<file path="config.mk">
export PLATFORM = sky130hd
export DESIGN_NAME = wca_engine
export DESIGN_NICKNAME = d
export VERILOG_FILES = /design/src/rtl/wca_pkg.sv /design/src/rtl/wca_cell.sv /design/src/rtl/wca_engine.sv
export SDC_FILE = /design/constraint.sdc
export NUM_CORES = 1
export LEC_CHECK = 0
export ABC_AREA = 0
export BUFFER_PORTS_ARGS = -buffer_cell sky130_fd_sc_hd__buf_4
export CAP_MARGIN = 40
export CORE_MARGIN = 2
export CORE_UTILIZATION = 59
export CTS_CLUSTER_DIAMETER = 150
export DETAILED_ROUTE_END_ITERATION = 12
export GPL_TIMING_DRIVEN = 1
export MAX_ROUTING_LAYER = met4
export PLACE_DENSITY = 0.86
export SLEW_MARGIN = 0
export SYNTH_ARGS = -nofsm -noshare
export SYNTH_HDL_FRONTEND = slang
export SYNTH_SLANG_ARGS = --single-unit
</file>
<file path="constraint.sdc">
create_clock -name i_clk -period 2.75 [get_ports i_clk]
set_input_delay 0.4125 -clock i_clk [delete_from_list [all_inputs] [get_ports i_clk]]
set_output_delay 0.4125 -clock i_clk [all_outputs]
set_load 0.05 [all_outputs]
</file>
<file path="src/rtl/wca_pkg.sv">
// wca_pkg: shared types and helpers for the elementary cellular-automaton engine.
//   state_t     : engine control states (IDLE, RUN, DONE)
//   rule_lookup : returns rule[7-idx]. Row 000 sits in the rule MSB, so the
//                 hex value reads the same as the library's 0xNN rule names.
package wca_pkg;

  typedef enum logic [1:0] {
    ST_IDLE = 2'd0,
    ST_RUN  = 2'd1,
    ST_DONE = 2'd2
  } state_t;

  function automatic logic rule_lookup(input logic [7:0] rule, input logic [2:0] idx);
    return rule[3'd7 - idx];
  endfunction

endpackage

</file>
<file path="src/rtl/wca_cell.sv">
// wca_cell: next-state logic for one automaton cell (purely combinational).
//   i_l    : left neighbour  (cell i+1)
//   i_c    : the cell itself (cell i)
//   i_r    : right neighbour (cell i-1)
//   i_rule : 8-bit truth-table rule
//   o_next : value of the cell in the next generation
module wca_cell
  import wca_pkg::*;
(
  input  logic       i_l,
  input  logic       i_c,
  input  logic       i_r,
  input  logic [7:0] i_rule,
  output logic       o_next
);

  // Neighbourhood {L,C,R} selects one row of the rule.
  assign o_next = rule_lookup(i_rule, {i_l, i_c, i_r});

endmodule

</file>
<file path="src/rtl/wca_engine.sv">
// wca_engine: runtime-programmable elementary cellular automaton that advances
// all N_CELLS cells by one generation per enabled clock for a requested number
// of steps.
//   i_clk       : rising-edge clock
//   i_rst_n     : synchronous active-low reset
//   i_rule_we   : load i_rule_in into the rule register (IDLE only)
//   i_rule_in   : truth-table rule, row 000 = bit 7 ... row 111 = bit 0
//   i_load      : load i_load_data into the cells, clears generation count (IDLE only)
//   i_load_data : new cell state, bit i = cell i
//   i_start     : begin a run of i_steps generations (IDLE only)
//   i_steps     : number of generations, sampled with i_start
//   i_hold      : freeze stepping while running
//   o_cells     : current cell state
//   o_rule      : current rule register
//   o_busy      : high while running
//   o_done      : one-cycle pulse after the last generation of a run
//   o_gen_count : generations applied since last load/reset (wraps)
module wca_engine #(
  parameter int          N_CELLS      = 16,
  parameter int          STEP_W       = 16,
  parameter logic        WRAP         = 1'b1,
  parameter logic        BOUNDARY_VAL = 1'b0,
  parameter logic [7:0]  RULE_INIT    = 8'hC7
) (
  input  logic                i_clk,
  input  logic                i_rst_n,
  input  logic                i_rule_we,
  input  logic [7:0]          i_rule_in,
  input  logic                i_load,
  input  logic [N_CELLS-1:0]  i_load_data,
  input  logic                i_start,
  input  logic [STEP_W-1:0]   i_steps,
  input  logic                i_hold,
  output logic [N_CELLS-1:0]  o_cells,
  output logic [7:0]          o_rule,
  output logic                o_busy,
  output logic                o_done,
  output logic [STEP_W-1:0]   o_gen_count
);

  import wca_pkg::*;

  localparam logic [STEP_W-1:0] STEP_ONE = STEP_W'(1);

  state_t              r_state;
  logic [N_CELLS-1:0]  r_cells;
  logic [7:0]          r_rule;
  logic [STEP_W-1:0]   r_gen;
  logic [STEP_W-1:0]   r_rem;
  logic                r_busy;
  logic                r_done;

  state_t              w_state_nxt;
  logic [N_CELLS-1:0]  w_cells_nxt;
  logic [7:0]          w_rule_nxt;
  logic [STEP_W-1:0]   w_gen_nxt;
  logic [STEP_W-1:0]   w_rem_nxt;
  logic                w_busy_nxt;
  logic                w_done_nxt;
  logic [N_CELLS-1:0]  w_gen_cells;

  // One rule cell per position; the end cells take their outer neighbour
  // from the opposite end (ring) or from the fixed boundary value.
  for (genvar gi = 0; gi < N_CELLS; gi++) begin : g_cell
    logic w_l;
    logic w_r;

    if (gi == N_CELLS - 1) begin : g_l_edge
      assign w_l = WRAP ? r_cells[0] : BOUNDARY_VAL;
    end else begin : g_l_in
      assign w_l = r_cells[gi + 1];
    end

    if (gi == 0) begin : g_r_edge
      assign w_r = WRAP ? r_cells[N_CELLS - 1] : BOUNDARY_VAL;
    end else begin : g_r_in
      assign w_r = r_cells[gi - 1];
    end

    wca_cell u_cell (
      .i_l    (w_l),
      .i_c    (r_cells[gi]),
      .i_r    (w_r),
      .i_rule (r_rule),
      .o_next (w_gen_cells[gi])
    );
  end

  // Next-state and next-output decode for the IDLE/RUN/DONE controller.
  always_comb begin
    w_state_nxt = r_state;
    w_cells_nxt = r_cells;
    w_rule_nxt  = r_rule;
    w_gen_nxt   = r_gen;
    w_rem_nxt   = r_rem;
    w_busy_nxt  = 1'b0;
    w_done_nxt  = 1'b0;

    case (r_state)
      ST_IDLE: begin
        // load/rule_we win over start; start is dropped in that cycle.
        if (i_load || i_rule_we) begin
          if (i_load) begin
            w_cells_nxt = i_load_data;
            w_gen_nxt   = '0;
          end else begin
            w_cells_nxt = r_cells;
          end
          if (i_rule_we) begin
            w_rule_nxt = i_rule_in;
          end else begin
            w_rule_nxt = r_rule;
          end
        end else if (i_start) begin
          if (i_steps == '0) begin
            w_state_nxt = ST_DONE;
            w_done_nxt  = 1'b1;
          end else begin
            w_state_nxt = ST_RUN;
            w_rem_nxt   = i_steps;
            w_busy_nxt  = 1'b1;
          end
        end else begin
          w_state_nxt = ST_IDLE;
        end
      end

      ST_RUN: begin
        w_busy_nxt = 1'b1;
        if (!i_hold) begin
          w_cells_nxt = w_gen_cells;
          w_gen_nxt   = r_gen + STEP_ONE;
          w_rem_nxt   = r_rem - STEP_ONE;
          if (r_rem == STEP_ONE) begin
            w_state_nxt = ST_DONE;
            w_busy_nxt  = 1'b0;
            w_done_nxt  = 1'b1;
          end else begin
            w_state_nxt = ST_RUN;
          end
        end else begin
          w_state_nxt = ST_RUN;
        end
      end

      ST_DONE: begin
        w_state_nxt = ST_IDLE;
      end

      default: begin
        w_state_nxt = ST_IDLE;
      end
    endcase
  end

  // State and output registers with synchronous active-low reset.
  always_ff @(posedge i_clk) begin
    if (!i_rst_n) begin
      r_state <= ST_IDLE;
      r_cells <= '0;
      r_rule  <= RULE_INIT;
      r_gen   <= '0;
      r_rem   <= '0;
      r_busy  <= 1'b0;
      r_done  <= 1'b0;
    end else begin
      r_state <= w_state_nxt;
      r_cells <= w_cells_nxt;
      r_rule  <= w_rule_nxt;
      r_gen   <= w_gen_nxt;
      r_rem   <= w_rem_nxt;
      r_busy  <= w_busy_nxt;
      r_done  <= w_done_nxt;
    end
  end

  assign o_cells     = r_cells;
  assign o_rule      = r_rule;
  assign o_busy      = r_busy;
  assign o_done      = r_done;
  assign o_gen_count = r_gen;

endmodule

</file>
==> reports/metrics.csv, run 1 <==
metric,value,unit
status,"finished, violations left",
violations,DRC,
synth_top_area_share,0.305,
cts_made_buffers,9,
drt-total-wl,10.5,mm
initialDrtViolationCount,364,
endpoint_kind,flip-flop,
maxCapViolations,0,
drt_pass1_iterations,12,
grt_pass1_vias,3574,
vias,3699,
holdPathStages,3,
nets,522,
gp_congestion,0.855,
avgSynthCellArea,9.23,um^2
grt_setup_unrepaired,no,
worst-setup-path-type,reg2reg,
max_slew_margin,0.534,
antenna_left,0,
die_width,85.7,um
skew,0.00743,ns
synth_edf_count,0,
wl_per_cell,19.0,um
yosys-top-cells-area,"dfxtp_1 (30%), mux4_2 (18%), nand2_1 (4.5%)",
layout_commonest_cell,buf_4,
antenna_found_initial,0,
post_cts_buffers,0,
post_cts_resized,0,
dp_hpwl,7.10,mm
hold_slack,0.282,ns
crit_path_max_fanout,4,
row_count,29,
cp-start-kind,flip-flop,
mostFrequentLayoutCells,"buf_4 (94), dfxtp_1 (60), nand2_1 (47)",
drc,6,
io_pins,88,
yosys.area.top_type,dfxtp_1,
crit_chain,"inv_1, ha_1, or3b_1, nor4b_2, xnor2_1, a211o_1, a21oi_1",
reg2reg_depth,7,
ys.warnings.count,0,
tns,0,ns
final_core_utilization,0.731,
tightest_slew,0.698,ns
clkTransAtPathRegs,0.07,ns
syn_nets,476,
hp-class,in2reg,
crit_arrival,2.34,ns
cts_max_path_buffers,2,
syn-instance-count,427,
ctsHoldBuffers,0,
insertion_delay,0.35,ns
syn_area,0.00394,mm^2
grt.total_usage,0.306,
setup_violations,0,
hold_viol_final,0,
ys.flop_type,dfxtp_1,
ys_ff_latch,60,
routed_via_density,6.66,
numPortBuffers,87,
vdd_drop_max,0.000441,V
cts_sinks,60,
yosysSeqAreaShare,0.305,
start_util,0.614,
slowest_stage,or3b_1,
synth.distinct_cells,55,
htreeDepth,3,
drive_above_1_share,0.347,
cpPeakStageDelay,0.45,ns
grt_max_degree,23,
cts_tree,done,
die-area,0.00735,mm^2
slew_violations,0,
cts-root-buf,clkbuf_8,
cellPowerDensity,549,mW/mm^2
fmax,484,MHz
area.growth.synth_to_final,19.0,%
antenna_cells,0,
fp.coreArea,0.00642,mm^2
die_h,85.7,um
grt_first_pass_wirelength,17.3,mm
synthArstFlopShare,0,
grt_overflow,0,
leakagePower,1.84,nW
min_period,2.07,ns
crit_required,3.02,ns
finalCritPeriodShare,0.751,
[synthesized netlist by cell type (3+ instances only)]
library cell   n
xnor2_1        4
o21ai_0       15
ha_1           3
mux2_2        13
buf_1          3
nor2_1        46
a31oi_1        3
o31ai_1        4
a21oi_1       27
a222oi_1      13
inv_1          3
xor2_1        12
dfxtp_1       60
nor3_1         4
mux2i_1        4
nor4b_1        3
buf_2          5
buf_4         17
nor4_1         5
nand4_1        9
and3_1         4
mux4_2        32
nand2_1       47
clkbuf_1      34
a21o_1         3
nand3_1       12
nand2b_1       5
[power breakdown]
group	internal, W	switching [W]
sequential	0.000908	0.000103
combinational	0.000295	0.000306
clock	0.000598	0.000365
total	0.00180	0.000774
[layout make-up]
type | instances | area, um^2
fillers | 493 | 1730
flip-flops and latches | 60 | 1200
clock buffers | 9 | 124
inverters | 4 | 15.0
clock inverters | 7 | 115
well taps | 77 | 96.3
repair buffers | 94 | 706
multi-input cells | 304 | 2430
[kinds of logic (layout without fill, tap and decap cells)]
family          Yosys count  in the layout  synth area share
mux                      49             49             0.230
buf+inv                  63            114            0.0777
compound gates           85             85             0.152
simple gates            151            151             0.190
fa+ha+maj                 3              3           0.00952
xor+xnor                 16             16            0.0355
flops                    60             60             0.305
[worst max-delay path, delay by kind of cell (launching register included)]
kind / cells / cell delay, ns
AOI/OAI and AO/OA: 2 / 0.43
buffers and inverters: 1 / 0.11
DFF: 1 / 0.34
xor gates and xnor gates: 1 / 0.11
adders and majority gates: 1 / 0.23
and+or+nand+nor: 2 / 0.79
[metrics by stage]
stage / instance area (um^2) / total power (W) / setup WS, ns / instances
floorplan: 3940 / 0.00147 / 0.778 / 427
finish: 4690 / 0.00258 / 0.684 / 555
detailed placement: 4450 / 0.00162 / 0.730 / 539
global route: 4690 / 0.00266 / 0.567 / 555
CTS: 4690 / 0.00257 / 0.702 / 555
global placement: 4450 / 0.00160 / 0.801 / 539
[sequential cells by signal, indices dropped and copies added, names as in the netlist]
| signal | flops |
|---|---|
| o_rule | 8 |
| o_gen_count | 16 |
| o_cells | 16 |
| r_rem | 16 |
| r_state | 2 |
| o_busy | 1 |
| o_done | 1 |
[per-layer routing]
metal / vias up / wire, um / track usage
met1: 1803 / 4210 / 0.395
met2: 195 / 5250 / 0.486
met4: 0 / 198 / 0.0996
met5: - / 0 / -
li1: 1678 / - / -
met3: 23 / 876 / 0.0626
[final timing paths]
kind / start / to / slack (ns)
max: r_rem[0] / r_rem[12] / 0.68
min: i_rule_in[0] / o_rule[0] / 0.28
max reg2reg: r_rem[0] / r_rem[12] / 0.68
min reg2reg: r_rem[15] / r_rem[15] / 0.48
(Power assumes the default switching activity.)
==> inputs of run 2 (changes only) <==
- CORE_UTILIZATION: 59 -> 50
- PLACE_DENSITY: 0.86 -> 0.77
- clock period: 2.75 -> 1.8 ns (I/O delays scaled with it)
==> reports/metrics.csv, run 2 (same netlist as run 1, synthesis figures left out) <==
metric,value,unit,change
status,"complete, no violations",,
cts_max_path_buffers,2,,unchanged
internal_power,0.00275,W,+52%
p_seq_frac,0.383,,-0.010
ctsHoldBuffers,0,,unchanged
cp-startpoint,r_rem[0],,
die_h,92.8,um,+8.2%
fmax,567,MHz,+17%
drt_pass1_iterations,6,,-6
mostFrequentLayoutCells,"buf_4 (130), nand2_1 (47), nor2_1 (46)",,
setup_violations,0,,unchanged
drive_above_1_share,0.460,,+0.113
fp.coreArea,0.00769,mm^2,+20%
gp_congestion,0.872,,+2.0%
maxCapViolations,0,,unchanged
crit_required,2.08,ns,-0.94 ns
cellPowerDensity,779,mW/mm^2,+42%
insertion_delay,0.35,ns,about the same
grt_overflow,0,,unchanged
antenna_cells,0,,unchanged
drc,0,,-6
htreeDepth,3,,unchanged
crit_arrival,2.05,ns,-0.29 ns
crit_path_max_fanout,5,,+1
final_cells,617,,+11%
routed_via_density,6.21,,-6.8%
nets,559,,+7.1%
cts-root-buf,clkbuf_8,,
area.growth.synth_to_final,29.0,%,
power.share.clock,0.346,,-0.028
r2r-start,r_rem[0],,
drt-total-wl,11.0,mm,+4.2%
hold_viol_final,0,,unchanged
min_period,1.76,ns,-0.301 ns
layout_commonest_cell,buf_4,,
vias,3832,,+3.6%
cp-start-kind,flip-flop,,
p_sw,0.00121,W,+57%
endpoint_kind,flip-flop,,
place_inst,600,,+11%
cts_made_buffers,9,,unchanged
cts_sinks,60,,unchanged
hp-start,i_rule_in[6],,
r2r_end,r_rem[9],,
row_count,32,,+10%
postPlaceCellArea,0.00479,mm^2,+7.5%
initialDrtViolationCount,296,,-19%
reg2reg_slack,0.04,ns,-0.65 ns
leakagePower,2.04,nW,+11%
finalCritPeriodShare,0.980,,+0.229
grt.total_usage,0.268,,-0.0381
whs_endpoint,o_rule[6],,
cts_tree,done,,
dp_hpwl,7.60,mm,+7.0%
die-area,0.00861,mm^2,+17%
start_util,0.513,,-0.101
antenna_left,0,,unchanged
grt_pass1_vias,3648,,+2.1%
wl_per_cell,17.8,um,-6.3%
antenna_found_initial,0,,unchanged
worst-setup-path-type,reg2reg,,
max_slew_margin,0.653,,+0.119
fin_area,0.00509,mm^2,+8.4%
vdd_drop_max,0.000428,V,-2.8%
clkTransAtPathRegs,0.07,ns,about the same
numPortBuffers,87,,unchanged
slew_violations,0,,unchanged
tns,0,ns,unchanged
holdPathStages,3,,unchanged
sw_frac_of_total,0.306,,+0.00587
die_width,92.8,um,+8.2%
io_pins,88,,unchanged
skew,0.00954,ns,+0.00211 ns
grt_setup_unrepaired,yes,,
pwr-share-comb,0.271,,+0.037
hp-class,in2reg,,
grt_max_degree,38,,+65%
tightest_slew,0.521,ns,-0.177 ns
reg2reg_depth,5,,-2
grt_first_pass_wirelength,17.8,mm,+2.8%
num-fill-cells,627,,+27%
run 2: cell types whose count changed in the layout (fill, tap and decap cells not counted), sizes merged:
cell and change:
clkinvlp -2, buf +37, clkbuf +2, clkinv +1, bufinv -1
run 2: cell type report:
type | count | area (um^2) | area share
multi-input cells | 304 | 2480 | 0.488
flip-flops and latches | 60 | 1250 | 0.246
repair buffers | 131 | 996 | 0.196
clock buffers | 11 | 141 | 0.0278
well taps | 102 | 128 | 0.0251
clock inverters | 5 | 75.1 | 0.0148
inverters | 4 | 15.0 | 0.00295
run 2: metal layers:
| layer | GRT usage | vias up | share of wire |
|---|---|---|---|
| met2 | 0.424 | 149 | 0.50 |
| li1 | - | 1757 | - |
| met4 | 0.110 | 0 | 0.023 |
| met3 | 0.0521 | 25 | 0.058 |
| met5 | - | - | 0 |
| met1 | 0.339 | 1901 | 0.41 |
run 2: worst max path at each step:
stage,slack [ns],to,depth (start not counted)
global route,-0.04,r_rem[12],7
finish,0.04,r_rem[9],5
global placement,0.02,r_rem[12],7
detailed placement,-0.07,o_cells[11],4
CTS,-0.007,r_rem[12],7
floorplan,0.002,o_cells[6],5
run 2: power by group through the flow:
| stage | registers, W | clock network (W) | logic, W |
|---|---|---|---|
| after floorplan | 0.00151 | 0 | 0.000738 |
| after global placement | 0.00153 | 0 | 0.00101 |
| after detailed placement | 0.00154 | 0 | 0.00103 |
| after CTS | 0.00151 | 0.00139 | 0.00105 |
| after global routing | 0.00153 | 0.00144 | 0.00114 |
| final | 0.00152 | 0.00137 | 0.00107 |
run 2: worst max-delay path, stage by stage (launching register included):
cell and delay [ns]:
dfxtp_2 0.33, or4_4 0.59, nor4_4 0.24, xnor2_1 0.09, a211o_1 0.31, a21oi_2 0.14
run 2: repair_timing:
action	CTS	global route
setup endpoints to repair	3	21
pin swaps	2	5
resized for setup	6	21
buffers inserted	1	0
run 2: through the flow:
step                 util  hold slack, ns  total power, W  setup slack [ns]
finish              0.662           0.129         0.00396            0.0358
global route        0.662           0.140         0.00411           -0.0358
detailed placement  0.623           0.477         0.00257           -0.0655
global placement    0.623           0.470         0.00254            0.0186
CTS                 0.654           0.122         0.00395          -0.00719
floorplan               -           0.394         0.00225           0.00207
==> inputs of run 3 (changes only) <==
- PLACE_DENSITY: 0.77 -> 0.86
==> reports/metrics.csv, run 3 (same netlist as run 1, synthesis figures left out) <==
metric,value,unit,change
status,"complete, no violations",,
antenna_cells,0,,unchanged
die_h,92.8,um,unchanged
clkTransAtPathRegs,0.07,ns,about the same
num-fill-cells,600,,-4.3%
fp.coreArea,0.00769,mm^2,unchanged
nets,557,,-0.36%
row_count,32,,unchanged
layout_commonest_cell,buf_4,,
min_period,1.76,ns,-0.00512 ns
numPortBuffers,87,,unchanged
hp-class,in2reg,,
drive_above_1_share,0.465,,+0.00465
crit_path_max_fanout,5,,unchanged
setup_violations,0,,unchanged
cellPowerDensity,766,mW/mm^2,-1.7%
tightest_slew,0.547,ns,+0.0257 ns
cts_max_path_buffers,2,,unchanged
die-area,0.00861,mm^2,unchanged
insertion_delay,0.36,ns,about the same
postPlaceCellArea,0.00475,mm^2,-0.73%
worst_slack,0.0409,ns,+0.00512 ns
crit_required,2.10,ns,+0.02 ns
drc,0,,unchanged
start_util,0.513,,unchanged
crit_chain,"or4_4, nor4_4, xnor2_1, a211o_1, a21oi_2",,
cts_made_buffers,9,,unchanged
wl_per_cell,19.2,um,+7.8%
cp-start-kind,flip-flop,,
maxCapViolations,0,,unchanged
pre_cts_slack,-0.0639,ns,+0.00158 ns
crit_buf_inv,0,,unchanged
cp_top_family,simple AND/OR/NAND/NOR gates,,
vias,3926,,+2.5%
antenna_found_initial,0,,unchanged
fmax,568,MHz,+0.29%
grt_max_degree,33,,-13%
die_width,92.8,um,unchanged
htreeDepth,3,,unchanged
hold_viol_final,0,,unchanged
grt_pass1_vias,3823,,+4.8%
vdd_drop_max,0.000387,V,-9.7%
grt_setup_unrepaired,yes,,
cpPeakStageDelay,0.59,ns,about the same
cts_sinks,60,,unchanged
dp_hpwl,7.72,mm,+1.5%
cts_tree,done,,
slowest_stage,or4_4,,
antenna_left,0,,unchanged
fin_area,0.00506,mm^2,-0.59%
grt.total_usage,0.282,,+0.0142
endpoint_kind,flip-flop,,
hold_slack,0.128,ns,-0.000918 ns
drt_pass1_iterations,5,,-1
skew,0.00861,ns,-0.000924 ns
drt-total-wl,11.8,mm,+7.3%
area.growth.synth_to_final,28.2,%,
crit_arrival,2.06,ns,about the same
initialDrtViolationCount,371,,+25%
max_slew_margin,0.635,,-0.0171
finalCritPeriodShare,0.977,,-0.00285
leakagePower,2.01,nW,-1.5%
worst-setup-path-type,reg2reg,,
routed_via_density,6.39,,+3.0%
grt_first_pass_wirelength,18.6,mm,+4.4%
ctsHoldBuffers,0,,unchanged
grt_overflow,0,,unchanged
cts-root-buf,clkbuf_8,,
slew_violations,0,,unchanged
gp_congestion,0.850,,-2.5%
mostFrequentLayoutCells,"buf_4 (129), nor2_1 (46), nand2_1 (46)",,
io_pins,88,,unchanged
## run 3: metrics by stage
step / setup TNS, ns / total power [W] / std cells / util
CTS: -0.0146 / 0.00382 / 613 / 0.647
detailed placement: -0.0639 / 0.00257 / 597 / 0.618
finish: 0 / 0.00387 / 614 / 0.658
floorplan: 0 / 0.00225 / 427 / -
global placement: 0 / 0.00253 / 597 / 0.618
global route: -0.0764 / 0.00400 / 614 / 0.658
## run 3: cell type report
cell class                 count  area (um^2)  area share
clock inverter                 4         48.8     0.00965
inverter                       4         15.0     0.00297
tap                          102          128      0.0252
sequential                    60         1250       0.248
multi-input combinational    304         2490       0.492
timing repair buffer         129          968       0.192
clock buffer                  11          151      0.0299
## run 3: what timing repair did
item                                    in CTS  in global routing
cloned                                       0                  0
setup buffers                                1                  1
resized for setup                            3                 29
endpoints found under the setup margin       2                 22
pin swaps                                    2                  9
## run 3: worst paths after layout
kind / startpoint / to / slack (ns) / depth (start not counted)
setup reg to reg: r_rem[0] / r_rem[9] / 0.04 / 5
hold / removal: i_rule_in[0] / o_rule[0] / 0.13 / 3
setup / recovery: r_rem[0] / r_rem[9] / 0.04 / 5
hold reg to reg: o_gen_count[1] / o_gen_count[1] / 0.49 / 2
## run 3: metal layers
layer  GRT usage  up-vias  wire, um
met5           -        -         0
met4       0.137        0       310
met3      0.0618       36       993
met2       0.450      233      5880
met1       0.340     1910      4590
li1            -     1747         -
## run 3: worst reg2reg max path, stage by stage, from the launching register on
cell	delay [ns]
dfxtp_2	0.33
or4_4	0.59
nor4_4	0.25
xnor2_1	0.11
a211o_1	0.31
a21oi_2	0.12
## run 3: power breakdown
group	internal, W	switching [W]
logic	0.000542	0.000535
registers	0.00139	0.000137
clock network	0.000704	0.000562
